$ cat config.mk
export PLATFORM = sky130hd
export DESIGN_NAME = mem_arb
export DESIGN_NICKNAME = d
export VERILOG_FILES = /design/src/rtl/mem_arb.sv
export SDC_FILE = /design/constraint.sdc
export NUM_CORES = 1
export LEC_CHECK = 0
export CORE_MARGIN = 3
export CORE_UTILIZATION = 34
export DETAILED_ROUTE_END_ITERATION = 7
export PLACE_DENSITY = 0.82
export SYNTH_ARGS = -nofsm -noshare
export SYNTH_HDL_FRONTEND = slang
export SYNTH_SLANG_ARGS = --single-unit
$ cat constraint.sdc
create_clock -name clk_in -period 2.9 [get_ports clk_in]
set_input_delay 0.87 -clock clk_in [delete_from_list [all_inputs] [get_ports clk_in]]
set_output_delay 0.87 -clock clk_in [all_outputs]
set_load 0.005 [all_outputs]
$ cat src/rtl/mem_arb.sv
// mem_arb: arbitrates instruction-fetch (ic) and load/store (dc) requests onto one memory port.
// Latency: accept in cycle N -> mem_req_valid from N+1; response forwarded combinationally in the mem_rsp_valid cycle.
// Backpressure: one transaction in flight; rdy only in IDLE; mem_req_valid and mem_* held until mem_req_rdy.
module mem_arb #(
  parameter int MAX_DGRANT = 4,
  parameter int AW         = 32,
  parameter int DW         = 32
) (
  input  logic            clk_in,
  input  logic            reset_n_in,
  input  logic            pipe_flush,
  // fetch side
  input  logic            ic_req_valid,
  output logic            ic_req_rdy,
  input  logic [AW-1:0]   ic_addr,
  output logic            ic_rsp_valid,
  output logic [DW-1:0]   ic_rsp_data,
  // load/store side
  input  logic            dc_req_valid,
  output logic            dc_req_rdy,
  input  logic            dc_rw,
  input  logic [AW-1:0]   dc_addr,
  input  logic [DW-1:0]   dc_wr_data,
  input  logic [DW/8-1:0] dc_be,
  output logic            dc_rsp_valid,
  output logic [DW-1:0]   dc_rsp_data,
  // memory side
  output logic            mem_req_valid,
  input  logic            mem_req_rdy,
  output logic            mem_rw,
  output logic [AW-1:0]   mem_addr,
  output logic [DW-1:0]   mem_wr_data,
  output logic [DW/8-1:0] mem_be,
  input  logic            mem_rsp_valid,
  input  logic [DW-1:0]   mem_rsp_data,
  output logic            busy_out
);

  localparam int BW = DW / 8;
  localparam int CW = $clog2(MAX_DGRANT + 1);

  typedef enum logic [1:0] {
    IDLE = 2'd0,
    REQ  = 2'd1,
    WAIT = 2'd2
  } state_t;

  state_t        state;
  state_t        state_nxt;

  // latched request and its owner (1 = dc)
  logic          owner_dc;
  logic          req_rw;
  logic [AW-1:0] req_addr;
  logic [DW-1:0] req_wdata;
  logic [BW-1:0] req_be;

  logic [CW-1:0] dgrant_cnt;
  logic          drop;
  // low through reset and the first edge after release, so no accept can
  // coincide with the release edge
  logic          armed;

  logic          cnt_full;
  logic          dc_sel;
  logic          ic_sel;
  logic          ic_acc;
  logic          dc_acc;
  logic          acc;
  logic          flush_hit;
  logic          rsp_take;

  // dc normally wins; a starved fetch takes over once dc has had MAX_DGRANT grants in a row
  assign cnt_full  = (dgrant_cnt == CW'(MAX_DGRANT));
  assign dc_sel    = dc_req_valid & ~(ic_req_valid & cnt_full);
  assign ic_sel    = ic_req_valid & ~dc_sel;

  assign ic_acc    = ic_req_valid & ic_req_rdy;
  assign dc_acc    = dc_req_valid & dc_req_rdy;
  assign acc       = ic_acc | dc_acc;

  // a flush only matters for a fetch that is already in flight
  assign flush_hit = pipe_flush & ~owner_dc & ((state == REQ) | (state == WAIT));
  assign rsp_take  = (state == WAIT) & mem_rsp_valid;

  // memory request fields come straight from the latch so they cannot move while waiting for rdy
  assign mem_rw      = req_rw;
  assign mem_addr    = req_addr;
  assign mem_wr_data = req_wdata;
  assign mem_be      = req_be;

  // state register
  always_ff @(posedge clk_in or negedge reset_n_in) begin
    if (!reset_n_in) state <= IDLE;
    else             state <= state_nxt;
  end

  // next-state: one transaction at a time, IDLE -> REQ -> WAIT -> IDLE
  always_comb begin
    state_nxt = state;
    case (state)
      IDLE:    if (acc)           state_nxt = REQ;
      REQ:     if (mem_req_rdy)   state_nxt = WAIT;
      WAIT:    if (mem_rsp_valid) state_nxt = IDLE;
      default:                    state_nxt = IDLE;
    endcase
  end

  // outputs: handshakes per state, response steered to the owner and zeroed otherwise
  always_comb begin
    ic_req_rdy    = 1'b0;
    dc_req_rdy    = 1'b0;
    mem_req_valid = 1'b0;
    ic_rsp_valid  = 1'b0;
    dc_rsp_valid  = 1'b0;
    case (state)
      IDLE: begin
        ic_req_rdy = armed & ic_sel;
        dc_req_rdy = armed & dc_sel;
      end
      REQ: mem_req_valid = 1'b1;
      WAIT: begin
        if (mem_rsp_valid) begin
          if (owner_dc) dc_rsp_valid = 1'b1;
          else          ic_rsp_valid = ~drop & ~pipe_flush;
        end
      end
      default: ;
    endcase
    busy_out    = (state != IDLE);
    ic_rsp_data = ic_rsp_valid ? mem_rsp_data : '0;
    dc_rsp_data = dc_rsp_valid ? mem_rsp_data : '0;
  end

  // latch the accepted request; fetches are full-word reads
  always_ff @(posedge clk_in or negedge reset_n_in) begin
    if (!reset_n_in) begin
      owner_dc  <= 1'b0;
      req_rw    <= 1'b0;
      req_addr  <= '0;
      req_wdata <= '0;
      req_be    <= '0;
    end else if (dc_acc) begin
      owner_dc  <= 1'b1;
      req_rw    <= dc_rw;
      req_addr  <= dc_addr;
      req_wdata <= dc_wr_data;
      req_be    <= dc_be;
    end else if (ic_acc) begin
      owner_dc  <= 1'b0;
      req_rw    <= 1'b0;
      req_addr  <= ic_addr;
      req_wdata <= '0;
      req_be    <= '1;
    end
  end

  // count dc grants that jumped a waiting fetch; any fetch grant or idle fetch side resets it
  always_ff @(posedge clk_in or negedge reset_n_in) begin
    if (!reset_n_in) begin
      dgrant_cnt <= '0;
    end else if (state == IDLE) begin
      if (dc_acc && ic_req_valid) begin
        if (!cnt_full) dgrant_cnt <= dgrant_cnt + 1'b1;
      end else if (ic_acc || !ic_req_valid) begin
        dgrant_cnt <= '0;
      end
    end
  end

  // remember a flushed fetch so its response is consumed but not forwarded
  always_ff @(posedge clk_in or negedge reset_n_in) begin
    if (!reset_n_in)    drop <= 1'b0;
    else if (rsp_take)  drop <= 1'b0;
    else if (flush_hit) drop <= 1'b1;
  end

  // open the request side one edge after reset release
  always_ff @(posedge clk_in or negedge reset_n_in) begin
    if (!reset_n_in) armed <= 1'b0;
    else             armed <= 1'b1;
  end

  // a presented memory request must not be withdrawn or altered before it is taken
  a_req_hold: assert property (@(posedge clk_in) disable iff (!reset_n_in)
    (mem_req_valid && !mem_req_rdy) |=> (mem_req_valid && $stable(mem_addr) && $stable(mem_wr_data)));

  // at most one requester is offered the port
  a_rdy_onehot: assert property (@(posedge clk_in) disable iff (!reset_n_in)
    !(ic_req_rdy && dc_req_rdy));

endmodule

==> out/results.tsv <==
metric	value	unit
status	finished, final reports clean	
rsz0062_at_grt	true	
pre_cts_ws	-541	ps
final.setup.worst_slack	40.0	ps
rows	36	
grtUsageTotal	22.9	%
cts_max_level	3	
skew	18.0	ps
crit_chain	clkdlybuf4s50_1, and2_1, clkdlybuf4s50_1	
ys_seq_area_share	53.5	%
port_buffers	278	
start_util	35.9	%
ys_warn_count	0	
drtPass1Iterations	4	
startpoint_type	primary input	
wl	14000	um
hold_violations	0	
worstReg2RegStart	state[0]	
nFillCells	752	
clock-sinks	77	
layout_common_cells	clkdlybuf4s50_1, and2_1, dfrtp_1, a22o_1, a221o_1	
place_area	6570	um^2
multi_input_area	1590	um^2
cp_max_fo	2	
ant_nets	0	
powerDensity	764	nW/um^2
vias_per_cell	4.97	
post-route-period-util	98.6	%
critPathBufInv	2	
post-place-cells	713	
max_cap_viol_count	0	
hold_buffers	0	
cp-end-kind	output port	
clockBufferDepth	2	
clk_pin_slew	80	ps
cp.required	2030	ps
avgRoutedWirePerCell	18.8	um
antenna_found_initial	2	
synth_nets	460	
final_layout_size_suffix_gt1_share	13.1	%
fin_crit	2860	ps
grt_overflow	0	
fmax	350	MHz
cp_common_cell	clkdlybuf4s50_1	
area_growth	91.6	%
setup_viol	0	
tritoncts	done	
cp-endpoint	dc_rsp_data[16]	
pin_count	279	
avgSynthCellArea	11.5	um^2
die_y	109	um
grt_pass1_vias	3846	
die_area	11900	um^2
place.gp.congestion	0.732	
fin_nets	753	
final_common_cell	clkdlybuf4s50_1	
synth_seq_cells	77	
cts_buffers	9	
route.detailed.drc	0	
fin_setup_tns	0	ps
timing.slew.headroom	35.5	%
r2r_cells	9	
worst_ep_arrival_time	1990	ps
slowest_delay	520	ps
synth_area	3600	um^2
finalPower	0.00528	W
synthCells	314	
fin_cells	746	
cp_slowest_cell	clkdlybuf4s50_1	
fin_area	6910	um^2
ir_drop	450	uV
drt_iter0_drc	233	
r2r_end	mem_addr[11]	
core_area	10000	um^2
vias	3708	
slew_viol_final	0	
p_leak	3.11	nW
cp_top_family	buffers and inverters	
final-seq-area	1930	um^2
ys_types	30	
worst_pin_slew	967	ps
root_buffer	clkbuf_8	
grt_pass1_wl	20700	um
dieWidth	109	um
path_class	in -> out	
r2r_slack	750	ps
cp_num_cells	3	
grt_max_degree	78	
clock_latency	350	ps
min_path_type	reg -> reg	
crit_start	mem_rsp_data[16]	
dp_hpwl	10200	um
## area by class of cell
| cell class | count | share of cell area, % |
|---|---|---|
| repair buffers | 306 | 43.3 |
| flip-flops and latches | 77 | 27.9 |
| multi-input cells | 204 | 23.1 |
| well taps | 133 | 2.41 |
| clock buffers | 9 | 1.79 |
| clock inverters | 6 | 0.942 |
| inverters | 9 | 0.489 |
| diodes | 2 | 0.0725 |
## how the worst min path moves through the flow
stage                          from               to  cells past startpoint
floorplan                 mem_be[0]        mem_be[0]                      1
global route        mem_wr_data[19]  mem_wr_data[19]                      1
global placement          mem_be[0]        mem_be[0]                      1
CTS                 mem_wr_data[14]  mem_wr_data[14]                      1
detailed placement  mem_wr_data[13]  mem_wr_data[13]                      1
finish               mem_wr_data[6]   mem_wr_data[6]                      1
## state kept, by name, indices dropped and copies added (netlist names)
| register | cells |
|---|---|
| mem_addr | 32 |
| armed | 1 |
| mem_rw | 1 |
| state | 2 |
| drop | 1 |
| owner_dc | 1 |
| mem_wr_data | 32 |
| dgrant_cnt | 3 |
| mem_be | 4 |
## layer usage
metal / global-route usage [%] / share of wire (%)
met1: 23.8 / 33
met4: 7.57 / 2.5
met5: 0 / 0
met2: 43.0 / 54
met3: 7.22 / 10
## power by group
group	internal [W]	switching, W	total [W]
Combinational	0.00169	0.000914	0.00260
Clock	0.000393	0.000398	0.000791
Sequential	0.00157	0.000309	0.00188
Total	0.00366	0.00162	0.00528
## worst reg2reg max path: cells and delay by family (launching register included)
kind | cells | cell delay [ps]
compound gates | 1 | 330
fa+ha+maj | 1 | 190
flops | 1 | 400
buf+inv | 5 | 940
simple gates | 2 | 250
## cells by family after synthesis
family,after synthesis,share of synthesized area [%]
compound gates,81,20.2
fa+ha+maj,6,2.08
buf+inv,33,4.37
flops,77,53.5
mux,2,0.625
other cells,1,0.104
simple gates,114,19.2
## cell usage after synthesis, drive strengths merged
| master | number | area, um^2 |
|---|---|---|
| ha | 6 | 75.1 |
| clkbuf | 9 | 33.8 |
| and2 | 96 | 601 |
| nor2 | 3 | 11.3 |
| nand3 | 3 | 15.0 |
| a222oi | 1 | 10.0 |
| a31oi | 1 | 6.26 |
| dfrtp | 77 | 1930 |
| a21boi | 1 | 11.3 |
| buf | 15 | 90.1 |
| mux2 | 2 | 22.5 |
| conb | 1 | 3.75 |
| nor4 | 1 | 6.26 |
| nor2b | 1 | 6.26 |
| o21ai | 3 | 15.0 |
| a21oi | 4 | 20.0 |
| and3 | 2 | 12.5 |
| o22a | 4 | 35.0 |
| or2b | 1 | 7.51 |
| a311oi | 1 | 8.76 |
| o211ai | 1 | 12.5 |
| nand2 | 6 | 25.0 |
| a22o | 33 | 289 |
| or3 | 1 | 6.26 |
| a221o | 32 | 320 |
| inv | 9 | 33.8 |
## timing repair
action / 4_1_cts / 5_1_grt
pin swaps: 3 / 0
gates cloned: 4 / 0
setup endpoints to repair: 68 / 53
gates resized for setup: 100 / 29
setup buffers: 10 / 3
## through the flow
stage,hold WS [ps],utilization (%)
after floorplan,484,-
after detailed placement,483,65.4
after CTS,509,68.6
after global placement,473,65.4
after global routing,527,68.8
final,508,68.8
Power figures use the tool's default switching activity.
